File: src/rtl/aes_round_sched.sv
// AES-128 round scheduler: sequences ARK / SUB / SHIFT / MIX through shared step units.
// Optional WAIT timeout with sticky err: define AES_SCHED_TIMEOUT_EN.
module aes_round_sched #(
    parameter int NR      = 10,
    parameter int TMO_CYC = 15
) (
    input  logic         clk,
    input  logic         rst,
    input  logic         start,
    input  logic         abort,
    input  logic [127:0] din,
    output logic         busy,
    output logic         done,
    output logic [127:0] dout,
    output logic [3:0]   round_idx,
    input  logic [127:0] round_key,
    output logic [1:0]   step_sel,
    output logic         step_ena,
    output logic [127:0] step_in,
    input  logic [127:0] step_out,
    input  logic         step_done,
    output logic         err
);

    typedef enum logic [1:0] {
        S_IDLE  = 2'd0,
        S_ISSUE = 2'd1,
        S_WAIT  = 2'd2,
        S_FIN   = 2'd3
    } state_t;

    localparam logic [1:0] SEL_SUB   = 2'd0;
    localparam logic [1:0] SEL_SHIFT = 2'd1;
    localparam logic [1:0] SEL_MIX   = 2'd2;
    localparam logic [1:0] SEL_ARK   = 2'd3;
    localparam logic [3:0] LAST_RND  = 4'(NR);
    localparam logic [3:0] TMO_LAST  = 4'(TMO_CYC - 1);

    state_t         state_r, state_next_s;
    logic [127:0]   wreg_r, wreg_next_s;
    logic [127:0]   dout_r, dout_next_s;
    logic [1:0]     sel_r, sel_next_s;
    logic [3:0]     idx_r, idx_next_s;
    logic           busy_r, done_r, ena_r;
    logic           tmo_hit_s;
    logic           unused_s;

    // The final round has no MixColumns; every ARK closes a round.
    function automatic logic [1:0] next_sel(input logic [1:0] sel, input logic last_rnd);
        case (sel)
            SEL_SUB:   next_sel = SEL_SHIFT;
            SEL_SHIFT: next_sel = last_rnd ? SEL_ARK : SEL_MIX;
            SEL_MIX:   next_sel = SEL_ARK;
            default:   next_sel = SEL_SUB;
        endcase
    endfunction

    // State register
    always_ff @(posedge clk or negedge rst) begin
        if (!rst) begin
            state_r <= S_IDLE;
        end else begin
            state_r <= state_next_s;
        end
    end

    // Next-state and next working-state selection
    always_comb begin
        state_next_s = state_r;
        wreg_next_s  = wreg_r;
        dout_next_s  = dout_r;
        sel_next_s   = sel_r;
        idx_next_s   = idx_r;
        case (state_r)
            S_IDLE: begin
                if (start) begin
                    state_next_s = S_ISSUE;
                    wreg_next_s  = din;
                    sel_next_s   = SEL_ARK;
                    idx_next_s   = 4'd0;
                end else begin
                    state_next_s = S_IDLE;
                end
            end
            S_ISSUE: begin
                if (abort) begin
                    state_next_s = S_IDLE;
                    idx_next_s   = 4'd0;
                end else begin
                    state_next_s = S_WAIT;
                end
            end
            S_WAIT: begin
                if (abort || tmo_hit_s) begin
                    state_next_s = S_IDLE;
                    idx_next_s   = 4'd0;
                end else if (step_done) begin
                    wreg_next_s = step_out;
                    if (sel_r == SEL_ARK && idx_r == LAST_RND) begin
                        state_next_s = S_FIN;
                        dout_next_s  = step_out;
                        idx_next_s   = 4'd0;
                    end else begin
                        state_next_s = S_ISSUE;
                        sel_next_s   = next_sel(sel_r, idx_r == LAST_RND);
                        idx_next_s   = (sel_r == SEL_ARK) ? idx_r + 4'd1 : idx_r;
                    end
                end else begin
                    state_next_s = S_WAIT;
                end
            end
            S_FIN: begin
                state_next_s = S_IDLE;
            end
            default: begin
                state_next_s = S_IDLE;
            end
        endcase
    end

    // Datapath and registered outputs, all derived from the next state
    always_ff @(posedge clk or negedge rst) begin
        if (!rst) begin
            wreg_r <= 128'd0;
            dout_r <= 128'd0;
            sel_r  <= 2'd0;
            idx_r  <= 4'd0;
            busy_r <= 1'b0;
            done_r <= 1'b0;
            ena_r  <= 1'b0;
        end else begin
            wreg_r <= wreg_next_s;
            dout_r <= dout_next_s;
            sel_r  <= sel_next_s;
            idx_r  <= idx_next_s;
            busy_r <= (state_next_s == S_ISSUE) || (state_next_s == S_WAIT);
            done_r <= (state_next_s == S_FIN);
            ena_r  <= (state_next_s == S_ISSUE);
        end
    end

`ifdef AES_SCHED_TIMEOUT_EN
    logic [3:0] tmo_r;
    logic       err_r;

    assign tmo_hit_s = (state_r == S_WAIT) && !step_done && !abort && (tmo_r == TMO_LAST);

    // WAIT-cycle counter per step; err holds until the next accepted start
    always_ff @(posedge clk or negedge rst) begin
        if (!rst) begin
            tmo_r <= 4'd0;
            err_r <= 1'b0;
        end else begin
            if (state_r == S_ISSUE) begin
                tmo_r <= 4'd0;
            end else if (state_r == S_WAIT) begin
                tmo_r <= tmo_r + 4'd1;
            end else begin
                tmo_r <= tmo_r;
            end
            if (state_r == S_IDLE && start) begin
                err_r <= 1'b0;
            end else if (tmo_hit_s) begin
                err_r <= 1'b1;
            end else begin
                err_r <= err_r;
            end
        end
    end

    assign err = err_r;
`else
    assign tmo_hit_s = 1'b0;
    assign err       = 1'b0;
`endif

    // round_key is consumed by the external ARK unit, not by the scheduler
    assign unused_s = ^round_key ^ (TMO_CYC > 0);

    assign busy      = busy_r;
    assign done      = done_r;
    assign dout      = dout_r;
    assign round_idx = idx_r;
    assign step_sel  = sel_r;
    assign step_ena  = ena_r;
    assign step_in   = wreg_r;

endmodule

File: config.mk
export PLATFORM = sky130hd
export DESIGN_NAME = aes_round_sched
export DESIGN_NICKNAME = d
export VERILOG_FILES = /design/src/rtl/aes_round_sched.sv
export SDC_FILE = /design/constraint.sdc
export NUM_CORES = 1
export LEC_CHECK = 0
export BUFFER_PORTS_ARGS = -buffer_cell sky130_fd_sc_hd__buf_2
export CAP_MARGIN = 0
export CORE_AREA = 3 3 251 253
export DETAILED_ROUTE_END_ITERATION = 7
export DIE_AREA = 0 0 254 256
export PLACE_DENSITY = 0.36
export SLEW_MARGIN = 20
export SYNTH_ARGS = -nofsm -noshare
export SYNTH_HDL_FRONTEND = slang
export SYNTH_SLANG_ARGS = --single-unit
File: constraint.sdc
create_clock -name clk -period 3.1 [get_ports clk]
set_clock_uncertainty 0.15 [all_clocks]
set_input_delay 0.62 -clock clk [delete_from_list [all_inputs] [get_ports clk]]
set_output_delay 0.62 -clock clk [all_outputs]
set_load 0.03 [all_outputs]
Yosys cells after proc, flatten, opt, wreduce, memory -nomap -nowiden
Index checks and enable logic that the tools add are counted. W data, S select, Z words.

Word-level logic and storage cells: 61. Register bits after elaboration: 267.

Equal/unequal tests: 17. Reduce and logical (&&, ||, !) cells: 10. Muxes and demuxes: 24. $add $sub $neg: 1. Bitwise operators: 1.

Operator list (count): $mux W128 (3); $pmux W128 S2 (1); $mux W4 (6); $mux W2 (8); $eq A2 B2 Y1 const B (6); $pmux W4 S3 (1); $ne A2 B2 Y1 const B (5); $reduce_and A5 Y1 (2); $pmux W2 S4 (1); $reduce_and A4 Y1 (2); $eq A2 B1 Y1 const B (3); $pmux W2 S3 (1); $add A4 B1 Y4 const B (1); $eq A4 B4 Y1 const B (1); $logic_not A2 Y1 (2); $ne A4 B4 Y1 const B (1); $pmux W2 S2 (1); $ne A3 B3 Y1 const B (1); $reduce_bool A3 Y1 (1); $mux W1 (2); $reduce_bool A2 Y1 (1); $logic_and A1 B1 Y1 (1); $logic_or A1 B1 Y1 (1); $not A1 Y1 (1).

Depth between registers and ports, before layout
Gate-level depths: netlist of run 1.

Word-level depth: 8. Mapped depth: 9.

Least setup slack after synthesis of run 1
No wires, ideal clock.

Kind: register -> register. From: register sel_r[1] (netlist: step_sel[1]). To: register dout_r[100] (netlist: dout[100]). Data required time: 2.823 ns. Arrival: 1.953 ns. Setup time: 0.127 ns. Cell stages (with the launch flop): 8. Path buffers: 2. Path slack: 0.869 ns. Path through: dfrtp_1 -> ha_1 -> nand4b_1 -> nor2_1 -> and2_1 -> buf_4 -> buf_6 -> mux2_1.

Word-level cells in the longest chain between the ends: 3.

RTL lines: start: declaration (line 42) `logic [1:0] sel_r, sel_next_s;`; start signal: assignment (line 134) `sel_r <= sel_next_s;`; $eq A2 B2 Y1 (line 99) `if (sel_r == SEL_ARK && idx_r == LAST_RND) begin`; $logic_and A1 B1 Y1 (line 99); $reduce_and A4 Y1 (no source line); end signal: assignment (line 133) `dout_r <= dout_next_s;`; end: declaration (line 41) `logic [127:0] dout_r, dout_next_s;`.

No other way between the ends. A chain may end at the register's enable or synchronous reset.

Worst setup path after layout of run 1
From: register sel_r[0] (netlist: step_sel[0]). To: register dout_r[89] (netlist: dout[89]).

Same word-level chain as after synthesis.

==> results of run 1 <==
[metal layers]
metal  up-vias  routed length, um
li1       4186                  -
met1      4147              17000
met2       316              19500
met3        62               3530
met4        14                815
met5         -                 90
[what timing repair did]
| action | 4_1_cts | 5_1_grt |
|---|---|---|
| setup endpoints to repair | 0 | 0 |
| hold endpoints to repair | 48 | 0 |
| hold buffers | 1 | 0 |
[power by group through the flow]
stage,Clock [mW],Sequential (mW),Combinational (mW)
floorplan,0,5.29,0.756
finish,3.95,4.24,2.85
CTS,4.16,4.25,2.92
detailed placement,0,4.30,2.92
global placement,0,4.28,2.92
global route,4.30,4.31,3.09
[synth_stat cells (all sizes together)]
cell,n
a211o,1
a21oi,3
nand4,2
nor2b,3
o32a,2
nor2,5
nand4b,2
mux2,129
nor3,1
buf,51
conb,1
a21o,2
dfrtp,267
o41ai,1
nand2,129
ha,8
o311ai,1
nor4bb,1
and2,1
inv,7
clkbuf,7
nor4b,1
a22oi,1
nor3b,1
o21ai,129
nand2b,2
mux2i,128
o21bai,1
and3,1
[layout make-up]
| type | count | share of cell area (%) |
|---|---|---|
| sequential | 267 | 41.7 |
| multi-input combinational | 556 | 26.2 |
| timing repair buffer | 554 | 18.8 |
| clock buffer | 56 | 6.65 |
| tap | 790 | 6.16 |
| clock inverter | 7 | 0.281 |
| inverter | 7 | 0.164 |
| antenna | 1 | 0.0156 |
[how the worst max path moves through the flow]
stage / endpoint / cells after the start
6_report: dout[89] / 6
2_1_floorplan: dout[100] / 7
5_1_grt: dout[96] / 6
4_1_cts: dout[89] / 6
3_5_place_dp: dout[86] / 6
3_3_place_gp: dout[89] / 6
[metrics by stage]
stage               cell area, sq um  util [%]  worst slack (ns)  hold WS (ns)
floorplan                      11300         -             0.869         0.174
global placement               14900      24.3             0.450         0.311
detailed placement             14900      24.3             0.419         0.319
CTS                            16000      26.2             0.401         0.113
global route                   16000      26.2             0.210         0.128
finish                         16000      26.2             0.463         0.162
[worst max-delay path, delay by kind of cell (launching register included)]
kind | cells | cell delay (ns)
fa+ha+maj | 1 | 0.28
simple gates | 3 | 0.96
buf+inv | 1 | 0.34
mux | 1 | 0.35
flops | 1 | 0.42
[registers in the layout, summed over array words and instances (netlist names)]
signal	cells
dout	128
step_ena	1
state_r	2
step_in	128
step_sel	2
busy	1
done	1
round_idx	4
[cell families (layout without fill, tap and decap cells)]
family / after synthesis / in the layout / share of synthesized area (%)
buffers and inverters: 65 / 624 / 3.75
AO/OA/AOI/OAI: 141 / 141 / 6.64
flip-flops: 267 / 267 / 59.1
adder cells (fa/ha/maj): 8 / 8 / 0.886
other: 1 / 2 / 0.0332
AND/OR/NAND/NOR: 149 / 149 / 5.38
multiplexers: 257 / 257 / 24.2
==> impl_metrics.xml, run 1 <==
<?xml version="1.0" encoding="UTF-8"?>
<metrics>
  <group name="outcome">
    <metric name="status" unit="">completed</metric>
  </group>
  <group name="global_route">
    <metric name="grt.met1_usage" unit="%">15.2</metric>
    <metric name="grt_most_used_layer" unit="">met2</metric>
    <metric name="grt_antenna_before_repair" unit="">8</metric>
    <metric name="grt_max_degree" unit="">106</metric>
    <metric name="gr-usage-met3" unit="%">4.60</metric>
    <metric name="first_pass_grt_wire_length" unit="um">61000</metric>
    <metric name="first_global_vias" unit="">9278</metric>
    <metric name="grt.overflow.total" unit="">0</metric>
    <metric name="grtUsageMet2" unit="%">20.2</metric>
    <metric name="groute.usage.overall" unit="%">12.3</metric>
  </group>
  <group name="timing">
    <metric name="worst_slew_margin_rel" unit="%">52.7</metric>
    <metric name="grt_setup_unrepaired" unit="">no</metric>
    <metric name="worst-slew-pin-transition" unit="ns">0.709</metric>
    <metric name="clock.fmax" unit="MHz">379</metric>
    <metric name="setup_viols_final" unit="">0</metric>
    <metric name="setup_tns" unit="ns">0</metric>
    <metric name="final_report_max_slew_violation_count" unit="">0</metric>
    <metric name="final-hold-violation-count" unit="">0</metric>
    <metric name="timing.final.crit_period" unit="ns">2.64</metric>
    <metric name="timing.final.crit_share" unit="%">85.1</metric>
  </group>
  <group name="worst_setup_path">
    <metric name="timing.critical_path.slowest_stage_cell" unit="">and2_4</metric>
    <metric name="critPathMaxStageDelay" unit="ns">0.50</metric>
    <metric name="crit_arrival" unit="ns">2.90</metric>
    <metric name="flop_to_flop_setup_slack" unit="ns">0.46</metric>
    <metric name="critical_setup_path_class" unit="">flip-flop to flip-flop</metric>
    <metric name="cp-startpoint" unit="">step_sel[0]</metric>
    <metric name="timing.critical_path.to_type" unit="">flip-flop</metric>
    <metric name="worst_r2r_startpoint" unit="">step_sel[0]</metric>
    <metric name="worst_r2r_path_depth" unit="">6</metric>
    <metric name="path_cells" unit="">ha_1 &gt; nand4b_1 &gt; nor2_1 &gt; and2_4 &gt; buf_4 &gt; mux2_1</metric>
    <metric name="critical_path.max_fanout" unit="">20</metric>
    <metric name="critPathLaunchType" unit="">flip-flop</metric>
    <metric name="cp_data_required_time" unit="ns">3.37</metric>
    <metric name="regToRegEndpoint" unit="">dout[89]</metric>
  </group>
  <group name="worst_hold_path">
    <metric name="hold_start" unit="">step_out[68]</metric>
    <metric name="holdPathEnd" unit="">dout[68]</metric>
    <metric name="holdPathStages" unit="">2</metric>
    <metric name="hold_path_class" unit="">input port to flip-flop</metric>
  </group>
  <group name="pwr">
    <metric name="ir_drop" unit="V">0.000275</metric>
    <metric name="p_seq_share" unit="%">38.4</metric>
    <metric name="clock_power_share" unit="%">35.8</metric>
    <metric name="p_leak" unit="nW">8.45</metric>
    <metric name="switching_share" unit="%">34.8</metric>
    <metric name="cellInternalPower" unit="mW">7.20</metric>
    <metric name="fin_total_pwr" unit="mW">11.0</metric>
    <metric name="p_sw" unit="mW">3.84</metric>
    <metric name="combinational_power_share" unit="%">25.8</metric>
    <metric name="power_density" unit="nW/um^2">688</metric>
  </group>
  <group name="cells_and_area">
    <metric name="instances_no_fill" unit="">2238</metric>
    <metric name="num-nets-final" unit="">1819</metric>
    <metric name="post_route_cells_drive_above_1_share" unit="%">42.6</metric>
    <metric name="final_common_cell" unit="">buf_2</metric>
    <metric name="n_fill_cell" unit="">6606</metric>
    <metric name="seqCellArea" unit="sq um">6680</metric>
    <metric name="commonest_cells_after_routing_fill_and_taps_aside" unit="">buf_2 (524), dfrtp_1 (267), nand2_1 (129)</metric>
    <metric name="area.growth.synth_to_final" unit="%">41.9</metric>
    <metric name="multi_input_comb_area" unit="sq um">4210</metric>
  </group>
  <group name="clocking">
    <metric name="cts_root_buf" unit="">clkbuf_16</metric>
    <metric name="tritoncts" unit="">built</metric>
    <metric name="tritoncts.num_buffers" unit="">36</metric>
    <metric name="insertion_delay" unit="ns">0.53</metric>
    <metric name="post_cts.repair.setup_buffers" unit="">0</metric>
    <metric name="clock_path_buffers" unit="">3</metric>
    <metric name="cts_max_level" unit="">2</metric>
    <metric name="cts-resized-gates" unit="">0</metric>
    <metric name="numClockSinks" unit="">267</metric>
    <metric name="worst_setup_hold_path_clk_slew" unit="ns">0.05</metric>
  </group>
  <group name="placement">
    <metric name="place_congestion" unit="">0.755</metric>
    <metric name="hpwl" unit="um">30500</metric>
    <metric name="buffer_ports.inserted" unit="">525</metric>
    <metric name="place_inst" unit="">2173</metric>
  </group>
  <group name="drt">
    <metric name="detail_route.wl_per_cell" unit="um">18.3</metric>
    <metric name="drt_drc_violations_left" unit="">0</metric>
    <metric name="pre_repair_dr_iteration_count" unit="">4</metric>
    <metric name="dr.first_iter.drc_count" unit="">293</metric>
    <metric name="number_of_nets_with_antenna_violations_after_routing" unit="">0</metric>
    <metric name="routed_via_density" unit="">3.90</metric>
    <metric name="num_vias" unit="">8725</metric>
    <metric name="wl" unit="um">40900</metric>
  </group>
  <group name="floorplan">
    <metric name="core_area" unit="sq um">61300</metric>
    <metric name="number_of_core_rows" unit="">91</metric>
    <metric name="dieHeight" unit="um">256</metric>
    <metric name="io-pin-count" unit="">655</metric>
    <metric name="floorplan.die_area" unit="sq um">65000</metric>
    <metric name="initial_core_util" unit="%">18.5</metric>
    <metric name="die_width" unit="um">254</metric>
  </group>
  <group name="synth">
    <metric name="synth_top_cell_by_area" unit="">dfrtp_1</metric>
    <metric name="synthesis.instances" unit="">888</metric>
    <metric name="synth_warnings" unit="">0</metric>
    <metric name="ys_top_cells_by_area" unit="">dfrtp_1 (59%), mux2_1 (12%), mux2i_1 (11%)</metric>
    <metric name="synth.distinct_cells" unit="">33</metric>
    <metric name="synth.yosys.seq_area_share" unit="%">59.1</metric>
    <metric name="post_synth_design_cell_area" unit="sq um">11300</metric>
    <metric name="synth_top_cell_area_share" unit="%">59.1</metric>
    <metric name="post_synth.cell_area_avg" unit="sq um">12.7</metric>
    <metric name="ff_latch_count_synth" unit="">267</metric>
    <metric name="syn-num-nets" unit="">1285</metric>
  </group>
  <group name="job">
    <metric name="max-cap-violations" unit="">0</metric>
  </group>
</metrics>
Note: power is estimated with default switching activity, not from simulation.
==> inputs of run 2 (changes only) <==
--- a/config.mk
+++ b/config.mk
@@ -11,6 +11,7 @@
 export DETAILED_ROUTE_END_ITERATION = 7
 export DIE_AREA = 0 0 254 256
 export PLACE_DENSITY = 0.36
+export SETUP_SLACK_MARGIN = 0.5
 export SLEW_MARGIN = 20
 export SYNTH_ARGS = -nofsm -noshare
 export SYNTH_HDL_FRONTEND = slang
==> run 2 against run 1 <==
Compared with the run above:
- sequential power about the same
- register-to-register slack better by 0.22 ns
- non-clock buffer count up 3
- global-route usage up 0.080 points
- via count up 0.62%
- first-iteration DRC count up 3.8%
- total power up 0.10%
- clock power about the same
- core utilization up 0.10 points
- final cell count up 0.18%
- critical path type unchanged
- critical endpoint unchanged
==> impl_metrics.xml, run 2 (synthesized netlist as in run 1, its figures left out) <==
<?xml version="1.0" encoding="UTF-8"?>
<metrics>
  <group name="cells_and_area">
    <metric name="area.growth.synth_to_final" unit="%">42.5</metric>
    <metric name="finish.instance_area" unit="sq um">16100</metric>
    <metric name="num-nets-final" unit="">1823</metric>
    <metric name="multi_input_comb_area" unit="sq um">4220</metric>
    <metric name="n_fill_cell" unit="">6598</metric>
    <metric name="finish.utilization" unit="%">26.3</metric>
    <metric name="commonest_cells_after_routing_fill_and_taps_aside" unit="">buf_2 (524), dfrtp_1 (267), nand2_1 (129)</metric>
    <metric name="final_common_cell" unit="">buf_2</metric>
    <metric name="seqCellArea" unit="sq um">6680</metric>
    <metric name="post_route_cells_drive_above_1_share" unit="%">42.8</metric>
  </group>
  <group name="placement">
    <metric name="buffer_ports.inserted" unit="">525</metric>
    <metric name="place_congestion" unit="">0.755</metric>
    <metric name="hpwl" unit="um">30500</metric>
    <metric name="placed_cell_area" unit="sq um">14900</metric>
  </group>
  <group name="worst_setup_path">
    <metric name="worst_r2r_startpoint" unit="">step_sel[0]</metric>
    <metric name="critical_path.max_fanout" unit="">13</metric>
    <metric name="regToRegEndpoint" unit="">dout[89]</metric>
    <metric name="critPathLaunchType" unit="">flip-flop</metric>
    <metric name="crit_arrival" unit="ns">2.68</metric>
    <metric name="cp_data_required_time" unit="ns">3.37</metric>
    <metric name="critical_setup_path_class" unit="">flip-flop to flip-flop</metric>
    <metric name="cp-startpoint" unit="">step_sel[0]</metric>
    <metric name="timing.critical_path.to_type" unit="">flip-flop</metric>
    <metric name="worst_r2r_path_depth" unit="">7</metric>
    <metric name="flop_to_flop_setup_slack" unit="ns">0.68</metric>
    <metric name="worst_setup_path_endpoint" unit="">dout[89]</metric>
  </group>
  <group name="timing">
    <metric name="final_report_max_slew_violation_count" unit="">0</metric>
    <metric name="setup_viols_final" unit="">0</metric>
    <metric name="worst-slew-pin-transition" unit="ns">0.709</metric>
    <metric name="timing.final.crit_share" unit="%">77.9</metric>
    <metric name="timing.final.crit_period" unit="ns">2.42</metric>
    <metric name="worst_slew_margin_rel" unit="%">52.7</metric>
    <metric name="clock.fmax" unit="MHz">414</metric>
    <metric name="grt_setup_unrepaired" unit="">no</metric>
    <metric name="final-hold-violation-count" unit="">0</metric>
    <metric name="setup_tns" unit="ns">0</metric>
  </group>
  <group name="drt">
    <metric name="number_of_nets_with_antenna_violations_after_routing" unit="">0</metric>
    <metric name="routed_via_density" unit="">3.92</metric>
    <metric name="pre_repair_dr_iteration_count" unit="">4</metric>
    <metric name="dr.first_iter.drc_count" unit="">304</metric>
    <metric name="num_vias" unit="">8779</metric>
    <metric name="detail_route.wl_per_cell" unit="um">18.4</metric>
    <metric name="drt_drc_violations_left" unit="">0</metric>
    <metric name="wl" unit="um">41200</metric>
  </group>
  <group name="pwr">
    <metric name="ir_drop" unit="V">0.000277</metric>
    <metric name="power_density" unit="nW/um^2">686</metric>
    <metric name="p_leak" unit="nW">8.47</metric>
    <metric name="fin_total_pwr" unit="mW">11.0</metric>
  </group>
  <group name="clocking">
    <metric name="insertion_delay" unit="ns">0.53</metric>
    <metric name="numClockSinks" unit="">267</metric>
    <metric name="tritoncts" unit="">built</metric>
    <metric name="cts_max_level" unit="">2</metric>
    <metric name="clock_path_buffers" unit="">3</metric>
    <metric name="tritoncts.num_buffers" unit="">36</metric>
    <metric name="worst_setup_hold_path_clk_slew" unit="ns">0.05</metric>
    <metric name="cts_root_buf" unit="">clkbuf_16</metric>
  </group>
  <group name="floorplan">
    <metric name="number_of_core_rows" unit="">91</metric>
    <metric name="die_width" unit="um">254</metric>
    <metric name="core_area" unit="sq um">61300</metric>
    <metric name="io-pin-count" unit="">655</metric>
    <metric name="dieHeight" unit="um">256</metric>
    <metric name="initial_core_util" unit="%">18.5</metric>
    <metric name="floorplan.die_area" unit="sq um">65000</metric>
  </group>
  <group name="global_route">
    <metric name="grt.overflow.total" unit="">0</metric>
    <metric name="first_pass_grt_wire_length" unit="um">61300</metric>
    <metric name="first_global_vias" unit="">9315</metric>
    <metric name="groute.usage.overall" unit="%">12.4</metric>
    <metric name="grt_max_degree" unit="">106</metric>
    <metric name="grt_antenna_before_repair" unit="">8</metric>
  </group>
  <group name="worst_hold_path">
    <metric name="hold_path_class" unit="">input port to flip-flop</metric>
  </group>
  <group name="outcome">
    <metric name="status" unit="">completed</metric>
  </group>
  <group name="job">
    <metric name="max-cap-violations" unit="">0</metric>
  </group>
</metrics>
[run 2: cell types whose count changed in the layout (fill, tap and decap cells not counted), sizes merged]
cell and change:
buf +3, and2 +1
[run 2: layer usage]
layer | track usage, % | routed length (um)
met5 | 0 | 90
met4 | 3.14 | 809
met3 | 4.58 | 3680
met2 | 20.5 | 19700
met1 | 15.3 | 16900
[run 2: final cells by class]
cell class | count | share of cell area (%)
flip-flops and latches | 267 | 41.5
repair buffers | 557 | 19.1
clock buffers | 56 | 6.63
clock inverters | 7 | 0.280
multi-input cells | 557 | 26.2
well taps | 790 | 6.14
diodes | 1 | 0.0155
inverters | 7 | 0.163
[run 2: how the worst min path moves through the flow]
stage	from	end	slack, ns	depth (start not counted)
after floorplan	rst	busy	0.17	0
after global placement	step_in[76]	step_in[76]	0.31	2
after detailed placement	dout[126]	dout[126]	0.32	1
after CTS	step_out[82]	dout[82]	0.11	2
after global routing	step_out[82]	dout[82]	0.13	2
final	step_out[68]	dout[68]	0.16	2
[run 2: per-stage QoR]
step | hold WS [ns] | setup slack, ns | std cells
floorplan | 0.174 | 0.869 | 888
global placement | 0.311 | 0.450 | 2173
detailed placement | 0.319 | 0.419 | 2173
CTS | 0.113 | 0.586 | 2240
global route | 0.128 | 0.523 | 2241
finish | 0.163 | 0.684 | 2242
[run 2: power by group]
part           internal (mW)  switching, mW  leakage (nW)
combinational          0.853           2.00          4.42
clock                   2.36           1.59         0.545
sequential              3.98          0.256          3.50
total                   7.20           3.85          8.47
[run 2: worst max-delay path, cell delays in order, from the launching register on]
cell and delay (ns):
dfrtp_1 0.42, ha_1 0.28, nand4b_1 0.27, nor2_4 0.23, and2_4 0.21, buf_12 0.14, buf_4 0.24, mux2_1 0.35
[run 2: what timing repair did]
item,in CTS,in global routing
buffers inserted,2,1
hold buffers,1,0
pin swaps,0,1
endpoints found under the hold margin,48,0
cloned,1,0
resized for setup,1,1
setup endpoints to repair,50,71
==> inputs of run 3 (changes only) <==
==> constraint.sdc (replaced) <==
create_clock -name clk -period 2.3 [get_ports clk]
set_clock_uncertainty 0.15 [all_clocks]
set_input_delay 0.46 -clock clk [delete_from_list [all_inputs] [get_ports clk]]
set_output_delay 0.46 -clock clk [all_outputs]
set_load 0.03 [all_outputs]
==> run 3 against run 2 <==
Compared with the run above:
- final cell count grew 10%
- flip-flop and latch count is the same
- fmax grew 15%
- largest power group unchanged
- largest cell class unchanged
- worst hold slack lost 0.12 ns
==> impl_metrics.xml, run 3 (synthesized netlist as in run 1, its figures left out) <==
<?xml version="1.0" encoding="UTF-8"?>
<metrics>
  <group name="outcome">
    <metric name="status" unit="">completed</metric>
  </group>
  <group name="cells_and_area">
    <metric name="multi_input_comb_area" unit="sq um">5360</metric>
    <metric name="n_fill_cell" unit="">6249</metric>
    <metric name="area.growth.synth_to_final" unit="%">81.6</metric>
    <metric name="final_common_cell" unit="">buf_2</metric>
    <metric name="commonest_cells_after_routing_fill_and_taps_aside" unit="">buf_2 (513), dfrtp_1 (261), dlygate4sd3_1 (108)</metric>
    <metric name="seqCellArea" unit="sq um">6690</metric>
    <metric name="post_route_cells_drive_above_1_share" unit="%">58.8</metric>
    <metric name="num-nets-final" unit="">2046</metric>
  </group>
  <group name="worst_setup_path">
    <metric name="regToRegEndpoint" unit="">dout[98]</metric>
    <metric name="critPathLaunchType" unit="">flip-flop</metric>
    <metric name="cp_data_required_time" unit="ns">2.56</metric>
    <metric name="flop_to_flop_setup_slack" unit="ns">0.20</metric>
    <metric name="critical_setup_path_class" unit="">flip-flop to flip-flop</metric>
    <metric name="timing.critical_path.to_type" unit="">flip-flop</metric>
    <metric name="critical_path.max_fanout" unit="">7</metric>
    <metric name="worst_r2r_startpoint" unit="">round_idx[0]</metric>
    <metric name="worst_r2r_path_depth" unit="">9</metric>
    <metric name="crit_arrival" unit="ns">2.36</metric>
  </group>
  <group name="floorplan">
    <metric name="initial_core_util" unit="%">18.5</metric>
    <metric name="die_width" unit="um">254</metric>
    <metric name="io-pin-count" unit="">655</metric>
    <metric name="dieHeight" unit="um">256</metric>
    <metric name="core_area" unit="sq um">61300</metric>
    <metric name="number_of_core_rows" unit="">91</metric>
    <metric name="floorplan.die_area" unit="sq um">65000</metric>
  </group>
  <group name="timing">
    <metric name="setup_tns" unit="ns">0</metric>
    <metric name="final-hold-violation-count" unit="">0</metric>
    <metric name="grt_setup_unrepaired" unit="">yes</metric>
    <metric name="setup_viols_final" unit="">0</metric>
    <metric name="final_report_max_slew_violation_count" unit="">0</metric>
    <metric name="final.hold.worst_slack" unit="ns">0.0456</metric>
    <metric name="timing.final.crit_share" unit="%">91.5</metric>
    <metric name="timing.final.crit_period" unit="ns">2.10</metric>
    <metric name="clock.fmax" unit="MHz">475</metric>
  </group>
  <group name="global_route">
    <metric name="grt.overflow.total" unit="">0</metric>
    <metric name="first_pass_grt_wire_length" unit="um">68700</metric>
    <metric name="groute.usage.overall" unit="%">14.0</metric>
    <metric name="first_global_vias" unit="">10200</metric>
    <metric name="grt_antenna_before_repair" unit="">12</metric>
    <metric name="grt_max_degree" unit="">72</metric>
  </group>
  <group name="worst_hold_path">
    <metric name="holdPathStages" unit="">2</metric>
    <metric name="holdPathEnd" unit="">dout[60]</metric>
    <metric name="hold_start" unit="">step_out[60]</metric>
    <metric name="hold_path_class" unit="">input port to flip-flop</metric>
  </group>
  <group name="drt">
    <metric name="routed_via_density" unit="">4.07</metric>
    <metric name="number_of_nets_with_antenna_violations_after_routing" unit="">0</metric>
    <metric name="drt_drc_violations_left" unit="">0</metric>
    <metric name="wl" unit="um">49900</metric>
    <metric name="pre_repair_dr_iteration_count" unit="">4</metric>
    <metric name="num_vias" unit="">10000</metric>
    <metric name="detail_route.wl_per_cell" unit="um">20.2</metric>
    <metric name="dr.first_iter.drc_count" unit="">335</metric>
  </group>
  <group name="clocking">
    <metric name="clock_path_buffers" unit="">3</metric>
    <metric name="worst_setup_hold_path_clk_slew" unit="ns">0.06</metric>
    <metric name="insertion_delay" unit="ns">0.52</metric>
    <metric name="tritoncts" unit="">built</metric>
    <metric name="cts_max_level" unit="">2</metric>
    <metric name="cts_root_buf" unit="">clkbuf_16</metric>
    <metric name="numClockSinks" unit="">267</metric>
    <metric name="tritoncts.num_buffers" unit="">35</metric>
  </group>
  <group name="pwr">
    <metric name="ir_drop" unit="V">0.000482</metric>
    <metric name="power_density" unit="nW/um^2">821</metric>
    <metric name="combinational_power_share" unit="%">33.6</metric>
    <metric name="p_seq_share" unit="%">35.0</metric>
    <metric name="switching_share" unit="%">35.4</metric>
    <metric name="p_sw" unit="mW">5.96</metric>
    <metric name="p_leak" unit="nW">10.3</metric>
    <metric name="cellInternalPower" unit="mW">10.9</metric>
    <metric name="clock_power_share" unit="%">31.5</metric>
  </group>
  <group name="placement">
    <metric name="place_congestion" unit="">0.777</metric>
    <metric name="hpwl" unit="um">33000</metric>
    <metric name="buffer_ports.inserted" unit="">525</metric>
  </group>
  <group name="job">
    <metric name="max-cap-violations" unit="">0</metric>
  </group>
</metrics>
run 3: how the worst max path moves through the flow:
| stage | start | end | slack (ns) | depth (start not counted) |
|---|---|---|---|---|
| 6_report | round_idx[0] | dout[98] | 0.20 | 9 |
| 5_1_grt | round_idx[0] | dout[89] | 0.1 | 9 |
| 4_1_cts | round_idx[0] | dout[82] | 0.19 | 9 |
| 3_5_place_dp | round_idx[0] | dout[101] | 0.13 | 8 |
| 3_3_place_gp | round_idx[0] | dout[62] | 0.13 | 8 |
| 2_1_floorplan | round_idx[0] | dout[100] | 0.23 | 8 |
run 3: worst max-delay path: stages, from the launching register on:
cell and delay, ns:
dfrtp_2 0.41, inv_2 0.07, ha_4 0.12, nand4b_1 0.11, nor2_1 0.17, and2_4 0.21
buf_12 0.16, buf_12 0.13, clkbuf_16 0.15, mux2_4 0.30
run 3: routing by layer:
layer	vias up	routed length [um]	global-route usage (%)
met2	328	23800	23.0
met4	14	1070	3.87
met1	4956	21500	17.8
met5	-	92	0
li1	4660	-	-
met3	81	3440	4.26
run 3: repair_timing:
| action | CTS | global route |
|---|---|---|
| hold buffers | 108 | 0 |
| buffers inserted | 41 | 20 |
| setup endpoints to repair | 186 | 270 |
| resized for setup | 84 | 371 |
| endpoints found under the hold margin | 139 | 0 |
| pin swaps | 5 | 121 |
| gates cloned | 19 | 20 |
run 3: final cells by class:
| type | instances | area share [%] |
|---|---|---|
| diodes | 5 | 0.0610 |
| well taps | 790 | 4.82 |
| inverters | 7 | 0.128 |
| multi-input cells | 556 | 26.1 |
| clock inverters | 4 | 0.0976 |
| flip-flops and latches | 267 | 32.6 |
| repair buffers | 782 | 31.0 |
| clock buffers | 58 | 5.24 |
run 3: power by group through the flow:
stage	clock, mW	combinational [mW]	sequential (mW)
6_report	5.30	5.66	5.89
5_1_grt	5.73	6.02	5.97
4_1_cts	5.56	4.79	5.73
3_5_place_dp	0	4.05	5.80
3_3_place_gp	0	4.05	5.78
2_1_floorplan	0	1.03	7.13
run 3: through the flow:
stage / std cells / worst slack, ns / util, % / total power, mW / area (sq um)
2_1_floorplan: 888 / 0.228 / - / 8.16 / 11400
3_3_place_gp: 2194 / 0.134 / 24.8 / 9.83 / 15200
3_5_place_dp: 2194 / 0.133 / 24.8 / 9.84 / 15200
4_1_cts: 2424 / 0.195 / 30.4 / 16.1 / 18600
5_1_grt: 2467 / 0.0960 / 33.5 / 17.7 / 20500
6_report: 2469 / 0.195 / 33.5 / 16.8 / 20500
